==> config.mk <==
export PLATFORM = sky130hd
export DESIGN_NAME = dff_pipe
export DESIGN_NICKNAME = d
export VERILOG_FILES = /design/src/rtl/dff_pipe.sv
export SDC_FILE = /design/constraint.sdc
export NUM_CORES = 1
export LEC_CHECK = 0
export CAP_MARGIN = 25
export CORE_UTILIZATION = 30
export DETAILED_ROUTE_END_ITERATION = 6
export GPL_ROUTABILITY_DRIVEN = 0
export GPL_TIMING_DRIVEN = 0
export PLACE_DENSITY = 0.56
export SYNTH_ARGS = -nofsm -noshare
export SYNTH_HDL_FRONTEND = slang
export SYNTH_SLANG_ARGS = --single-unit
export TNS_END_PERCENT = 100
==> constraint.sdc <==
create_clock -name clk -period 1.32 [get_ports clk]
set_input_delay 0.264 -clock clk [delete_from_list [all_inputs] [get_ports clk]]
set_output_delay 0.264 -clock clk [all_outputs]
set_load 0.01 [all_outputs]
==> src/rtl/dff_pipe.sv <==
// Purpose: DEPTH-stage enabled data/valid pipeline with flush, occupancy count and optional parity (DFF_PIPE_PARITY_EN).
// Latency: exactly DEPTH enabled edges from d to q; stalled edges are not counted.
// Backpressure: en=0 freezes every stage; flush clears valid bits only and wins over en.
module dff_pipe #(
  parameter int                 WIDTH     = 4,
  parameter int                 DEPTH     = 3,
  parameter logic [WIDTH-1:0]   RESET_VAL = '0
) (
  input  logic                         clk,
  input  logic                         rst_n,
  input  logic                         en,
  input  logic                         flush,
  input  logic [WIDTH-1:0]             d,
  input  logic                         d_valid,
  output logic [WIDTH-1:0]             q,
  output logic                         q_valid,
  output logic [$clog2(DEPTH+1)-1:0]   occupancy,
  output logic                         parity_err
);

  localparam int OCC_W = $clog2(DEPTH + 1);

  logic [DEPTH-1:0][WIDTH-1:0] data_q;
  logic [DEPTH-1:0]            vld_q;

  // Data moves on en alone; flush only touches the valid bits.
  always_ff @(posedge clk or negedge rst_n) begin
    if (!rst_n) begin
      for (int k = 0; k < DEPTH; k++) data_q[k] <= RESET_VAL;
    end else if (en) begin
      data_q[0] <= d;
      for (int k = 1; k < DEPTH; k++) data_q[k] <= data_q[k-1];
    end
  end

  always_ff @(posedge clk or negedge rst_n) begin
    if (!rst_n) begin
      vld_q <= '0;
    end else if (flush) begin
      vld_q <= '0;
    end else if (en) begin
      vld_q[0] <= d_valid;
      for (int k = 1; k < DEPTH; k++) vld_q[k] <= vld_q[k-1];
    end
  end

  always_comb begin
    occupancy = '0;
    for (int k = 0; k < DEPTH; k++) occupancy = occupancy + OCC_W'(vld_q[k]);
  end

  assign q       = data_q[DEPTH-1];
  assign q_valid = vld_q[DEPTH-1];

`ifdef DFF_PIPE_PARITY_EN
  logic [DEPTH-1:0] par_q;

  // Parity travels with its data word, so it ignores flush just like the data does.
  always_ff @(posedge clk or negedge rst_n) begin
    if (!rst_n) begin
      par_q <= {DEPTH{^RESET_VAL}};
    end else if (en) begin
      par_q[0] <= ^d;
      for (int k = 1; k < DEPTH; k++) par_q[k] <= par_q[k-1];
    end
  end

  assign parity_err = vld_q[DEPTH-1] & ((^data_q[DEPTH-1]) != par_q[DEPTH-1]);
`else
  assign parity_err = 1'b0;
`endif

endmodule

* Word level (Yosys, flattened, before mapping) *
Cells that the tools add are included.

operators by class
  bitwise logic cells = 0
  divide/modulo/power cells = 0
  equal/unequal tests = 0
  order comparisons = 0
  multipliers = 0
  shifts and indexed selects = 0
  add/subtract/negate cells = 2
  reduce and logical (&&, ||, !) cells = 1
  multiplexer cells = 2

operators by type and width
  kind                  count
  2-to-1 mux 3 bit      2
  adder 1 x 1 -> 2 bit  1
  adder 2 x 1 -> 2 bit  1
  nonzero test 2 bit    1

storage, ports and cells
  RAM bits = 0
  bits in registers = 15
  latch bits = 0
  memories = 0
  memory bits (read-only) = 0
  bits of input ports = 9
  logic and storage cells = 9

* Logic depth before layout (Yosys ltp) *
  word-level depth = 2
  gate-level depth with buffers = 4

* Worst setup path after synthesis *
No wires, ideal clock.

  kind = reg-to-output
  start = register vld_q[2]
  end = output occupancy[0]
  cell stages (with the launch flop) = 2
  data arrival time = 1.011 ns
  required time = 1.056 ns
  path buffers = 0
  setup slack = 0.045 ns
  path through = dfrtp_1 > fa_1

on the way
  word-level cells in the longest chain between the ends = 1

ends and longest elaborated chain
  what                    line  source
  from (decl)             24    logic [DEPTH-1:0] vld_q;
  from (signal assigned)  38    vld_q <= '0;
  from (signal assigned)  40    vld_q <= '0;
  adder 2 x 1 -> 2 bit    49    for (int k = 0; k < DEPTH; k++) occupancy = occupancy + OCC_W'(vld_q[k]);
  to (decl)               17    output logic [$clog2(DEPTH+1)-1:0] occupancy,

No other way between the ends.

* Worst setup path after layout *
Same ends and word-level chain as after synthesis.

==> summary.md <==
| Metric | Value |
|---|---|
| Comb pwr share | `0.215` |
| Largest net degree at the start of global routing | `16` |
| Post-synth top area share | `0.560` |
| Fin crit period | `~1.6 ns` |
| Slowest cell on crit path | `fa_1` |
| Clock-pin slew on the worst setup and hold paths | `approximately 0.080 ns` |
| First-pass GRT wire length | `roughly 1.7 mm` |
| Cell with the most instances after synthesis | `dfrtp_1` |
| Num rows | `16` |
| Chip height | `slightly below 50 um` |
| Pwr Density | `approximately 1200 nW/um2` |
| H-tree Lvls | `1` |
| Area grow syn2layout | `27.6%` |
| Yosys warns | `0` |
| Placed wire-length estimate | `659 um` |
| Hold path endpoint | `q[1]` |
| Power, Total | `approximately 0.001 W` |
| Clk pwr share | `0.248` |
| Gr usage total | `0.0920` |
| Post-synth EDFFs | `0` |
| Maxcap violations | `0` |
| Slowest stage delay, CP | `roughly 0.54 ns` |
| Worst r2r src | `vld_q[0]` |
| Failing checks | `setup timing` |
| Final-report hold violation count | `0` |
| DRC Markers | `0` |
| RSZ-0062 raised after global routing | `true` |
| Reg power frac | `0.537` |
| Drt pass-1 iters | `2` |
| CP Class | `reg -> out` |
| CP cell instances | `fa_1, buf_2` |
| CTS tree | `done` |
| Synth cell types | `10` |
| Startpoint Class | `flip-flop` |
| Die width | `a little under 50 um` |
| Worst reg-to-reg path cell count | `3` |
| Worst-Skew Late Latency | `roughly 0.27 ns` |
| Switching share of power | `0.231` |
| Relative slew slack | `0.549` |
| Internal power | `around 0.00078 W` |
| Vias in the first global route | `slightly below 400` |
| Flop-to-flop setup slack | `0.46 ns` |
| Sequential element share of the synthesized area | `0.560` |
| Outcome | `complete, but fails checks` |
| CP max FO | `2` |
| Final WL | `approximately 950 um` |
| # setup viols final | `2` |
| Top-level port count | `17` |
| Placed insts | `83` |
| Avg WL per Cell | `between 10 and 15 um` |
| Commonest cells in the netlist | `15 x dfrtp_1, 7 x mux2_4, 5 x buf_4, 5 x mux2_2` |
| CP arrival | `between 1 and 1.5 ns` |
| Initial DRC Count | `3` |
| Crit path capture type | `primary output` |
| Clock Tree Buf Depth | `2` |
| Routed Antenna Nets | `0` |
| Core Box Area | `about 2000 um2` |
| Top_reg_cell synth | `dfrtp_1` |
| Inserted Diodes | `0` |
| Synthesized instance count | `42` |
| Clock buffer count from CTS | `3` |
| RR Endpoint | `vld_q[1]` |
| Max Slew Vio Count | `0` |
| Overflow after GRT | `0` |
| Starting density of the core | `0.332` |
| HP Start | `en` |
| CTS root buf | `clkbuf_4` |
| CTS Sinks | `15` |
| Input/output buffers | `14` |
| Async SR Flop Fraction | `1.00` |
| Critical path startpoint | `vld_q[2]` |
| Final setup margin | `-0.289 ns` |
| Peak VDD IR | `0.000699 V` |
| Area leader, netlist | `dfrtp_1` |
| Vias post-DR | `365` |
| Initial antenna violation count | `0` |
| Syn_area_per_cell | `approximately 16 um2` |
| Post-synthesis instance area | `around 670 um2` |
| Post-CTS Hold Fix Bufs | `0` |
| Die Area | `about 2400 um2` |
| Max Clock Freq | `between 600 and 700 MHz` |
| Pre-CTS WS | `-0.421 ns` |
| Worst min path class | `in -> reg` |
| Switch Pwr | `about 0.00023 W` |
| Cell Count, Final, Fillers Out | `89` |
| Lkg Pwr | `approximately 0.42 nW` |
| Synth area leaders | `dfrtp_1 56%, mux2_4 16%, mux2_2 8.4%, buf_4 5.6%, mux2i_1 4.5%` |
| Flops & latches, synth | `15` |
| Nets@finish | `73` |
| WHS Path Cells | `2` |
| Fin Clk Skew | `approximately 0.00063 ns` |
| Slew @ Worst Pin | `around 0.67 ns` |
| Share of post-route cells with drive strength above 1 | `0.484` |
| Critical path data required time | `about 1.1 ns` |
| Synthesized Nets | `52` |
| Post-DR vias/cell | `4.10` |
| Tcrit/Tclk final | `1.22` |
## registers in the layout (all words and copies together), names as in the netlist
name    count
data_q      8
vld_q       3
q           4
## layout make-up
| class | instances | area, um2 |
|---|---|---|
| buffer | 7 | 68.8 |
| fill | 197 | 1170 |
| tap | 27 | 33.8 |
| clock buffer | 4 | 26.3 |
| sequential | 15 | 375 |
| timing repair buffer | 16 | 125 |
| multi-input combinational | 20 | 226 |
## metrics by stage
step	utilization	hold slack, ns	setup TNS, ns	instance area (um2)
2_1_floorplan	-	-0.0316	0	671
3_3_place_gp	0.418	0.489	-0.649	845
3_5_place_dp	0.418	0.489	-0.644	845
4_1_cts	0.434	0.271	-0.502	877
5_1_grt	0.423	0.268	-0.585	856
6_report	0.423	0.277	-0.459	856
## worst max-delay path by stage
| stage | endpoint | slack, ns | cells after the start |
|---|---|---|---|
| after floorplan | occupancy[0] | 0.04 | 1 |
| after global placement | occupancy[0] | -0.41 | 2 |
| final | occupancy[0] | -0.29 | 2 |
| after CTS | occupancy[0] | -0.31 | 2 |
| after global routing | occupancy[0] | -0.35 | 2 |
| after detailed placement | occupancy[0] | -0.42 | 2 |
## worst max-delay path, delay by kind of cell (launching register included)
family	cells	cell delay [ns]
adders and majority gates	1	0.54
buffers and inverters	1	0.13
DFF	1	0.40
## kinds of logic after synthesis
family,Yosys count,synth area share
adder cells (fa/ha/maj),1,0.0299
buffers and inverters,7,0.103
flip-flops,15,0.560
multiplexers,15,0.285
other,1,0.00559
AND/OR/NAND/NOR,3,0.0168
## metal layers
| layer | track usage | wire length [um] | up-vias |
|---|---|---|---|
| met5 | 0 | 0 | - |
| met4 | 0.0147 | 0 | 0 |
| met3 | 0.0498 | 64 | 0 |
| met2 | 0.139 | 416 | 13 |
| met1 | 0.116 | 472 | 177 |
| li1 | - | - | 175 |
## layout by cell type (no fill, tap or decap), types with 3 or more instances in the layout
cell type and count:
clkbuf_4 3, clkbuf_2 3, nor2_1 3, buf_4 7
buf_2 3, clkdlybuf4s50_1 7, dfrtp_1 15, mux2_4 7
mux2_2 5, mux2i_1 3
## power by group through the flow
| stage | clock network (W) | registers, W | logic, W |
|---|---|---|---|
| after floorplan | 0 | 0.000548 | 0.000149 |
| after global placement | 0 | 0.000556 | 0.000238 |
| after detailed placement | 0 | 0.000557 | 0.000243 |
| after CTS | 0.000269 | 0.000547 | 0.000232 |
| after global routing | 0.000299 | 0.000554 | 0.000237 |
| final | 0.000251 | 0.000545 | 0.000218 |
## timing repair
action / in CTS / in global routing
endpoints found under the setup margin: 7 / 6
resized for setup: 19 / 4
pin swaps: 0 / 0
buffers inserted: 2 / 0
Note: power is estimated with default switching activity, not from simulation.
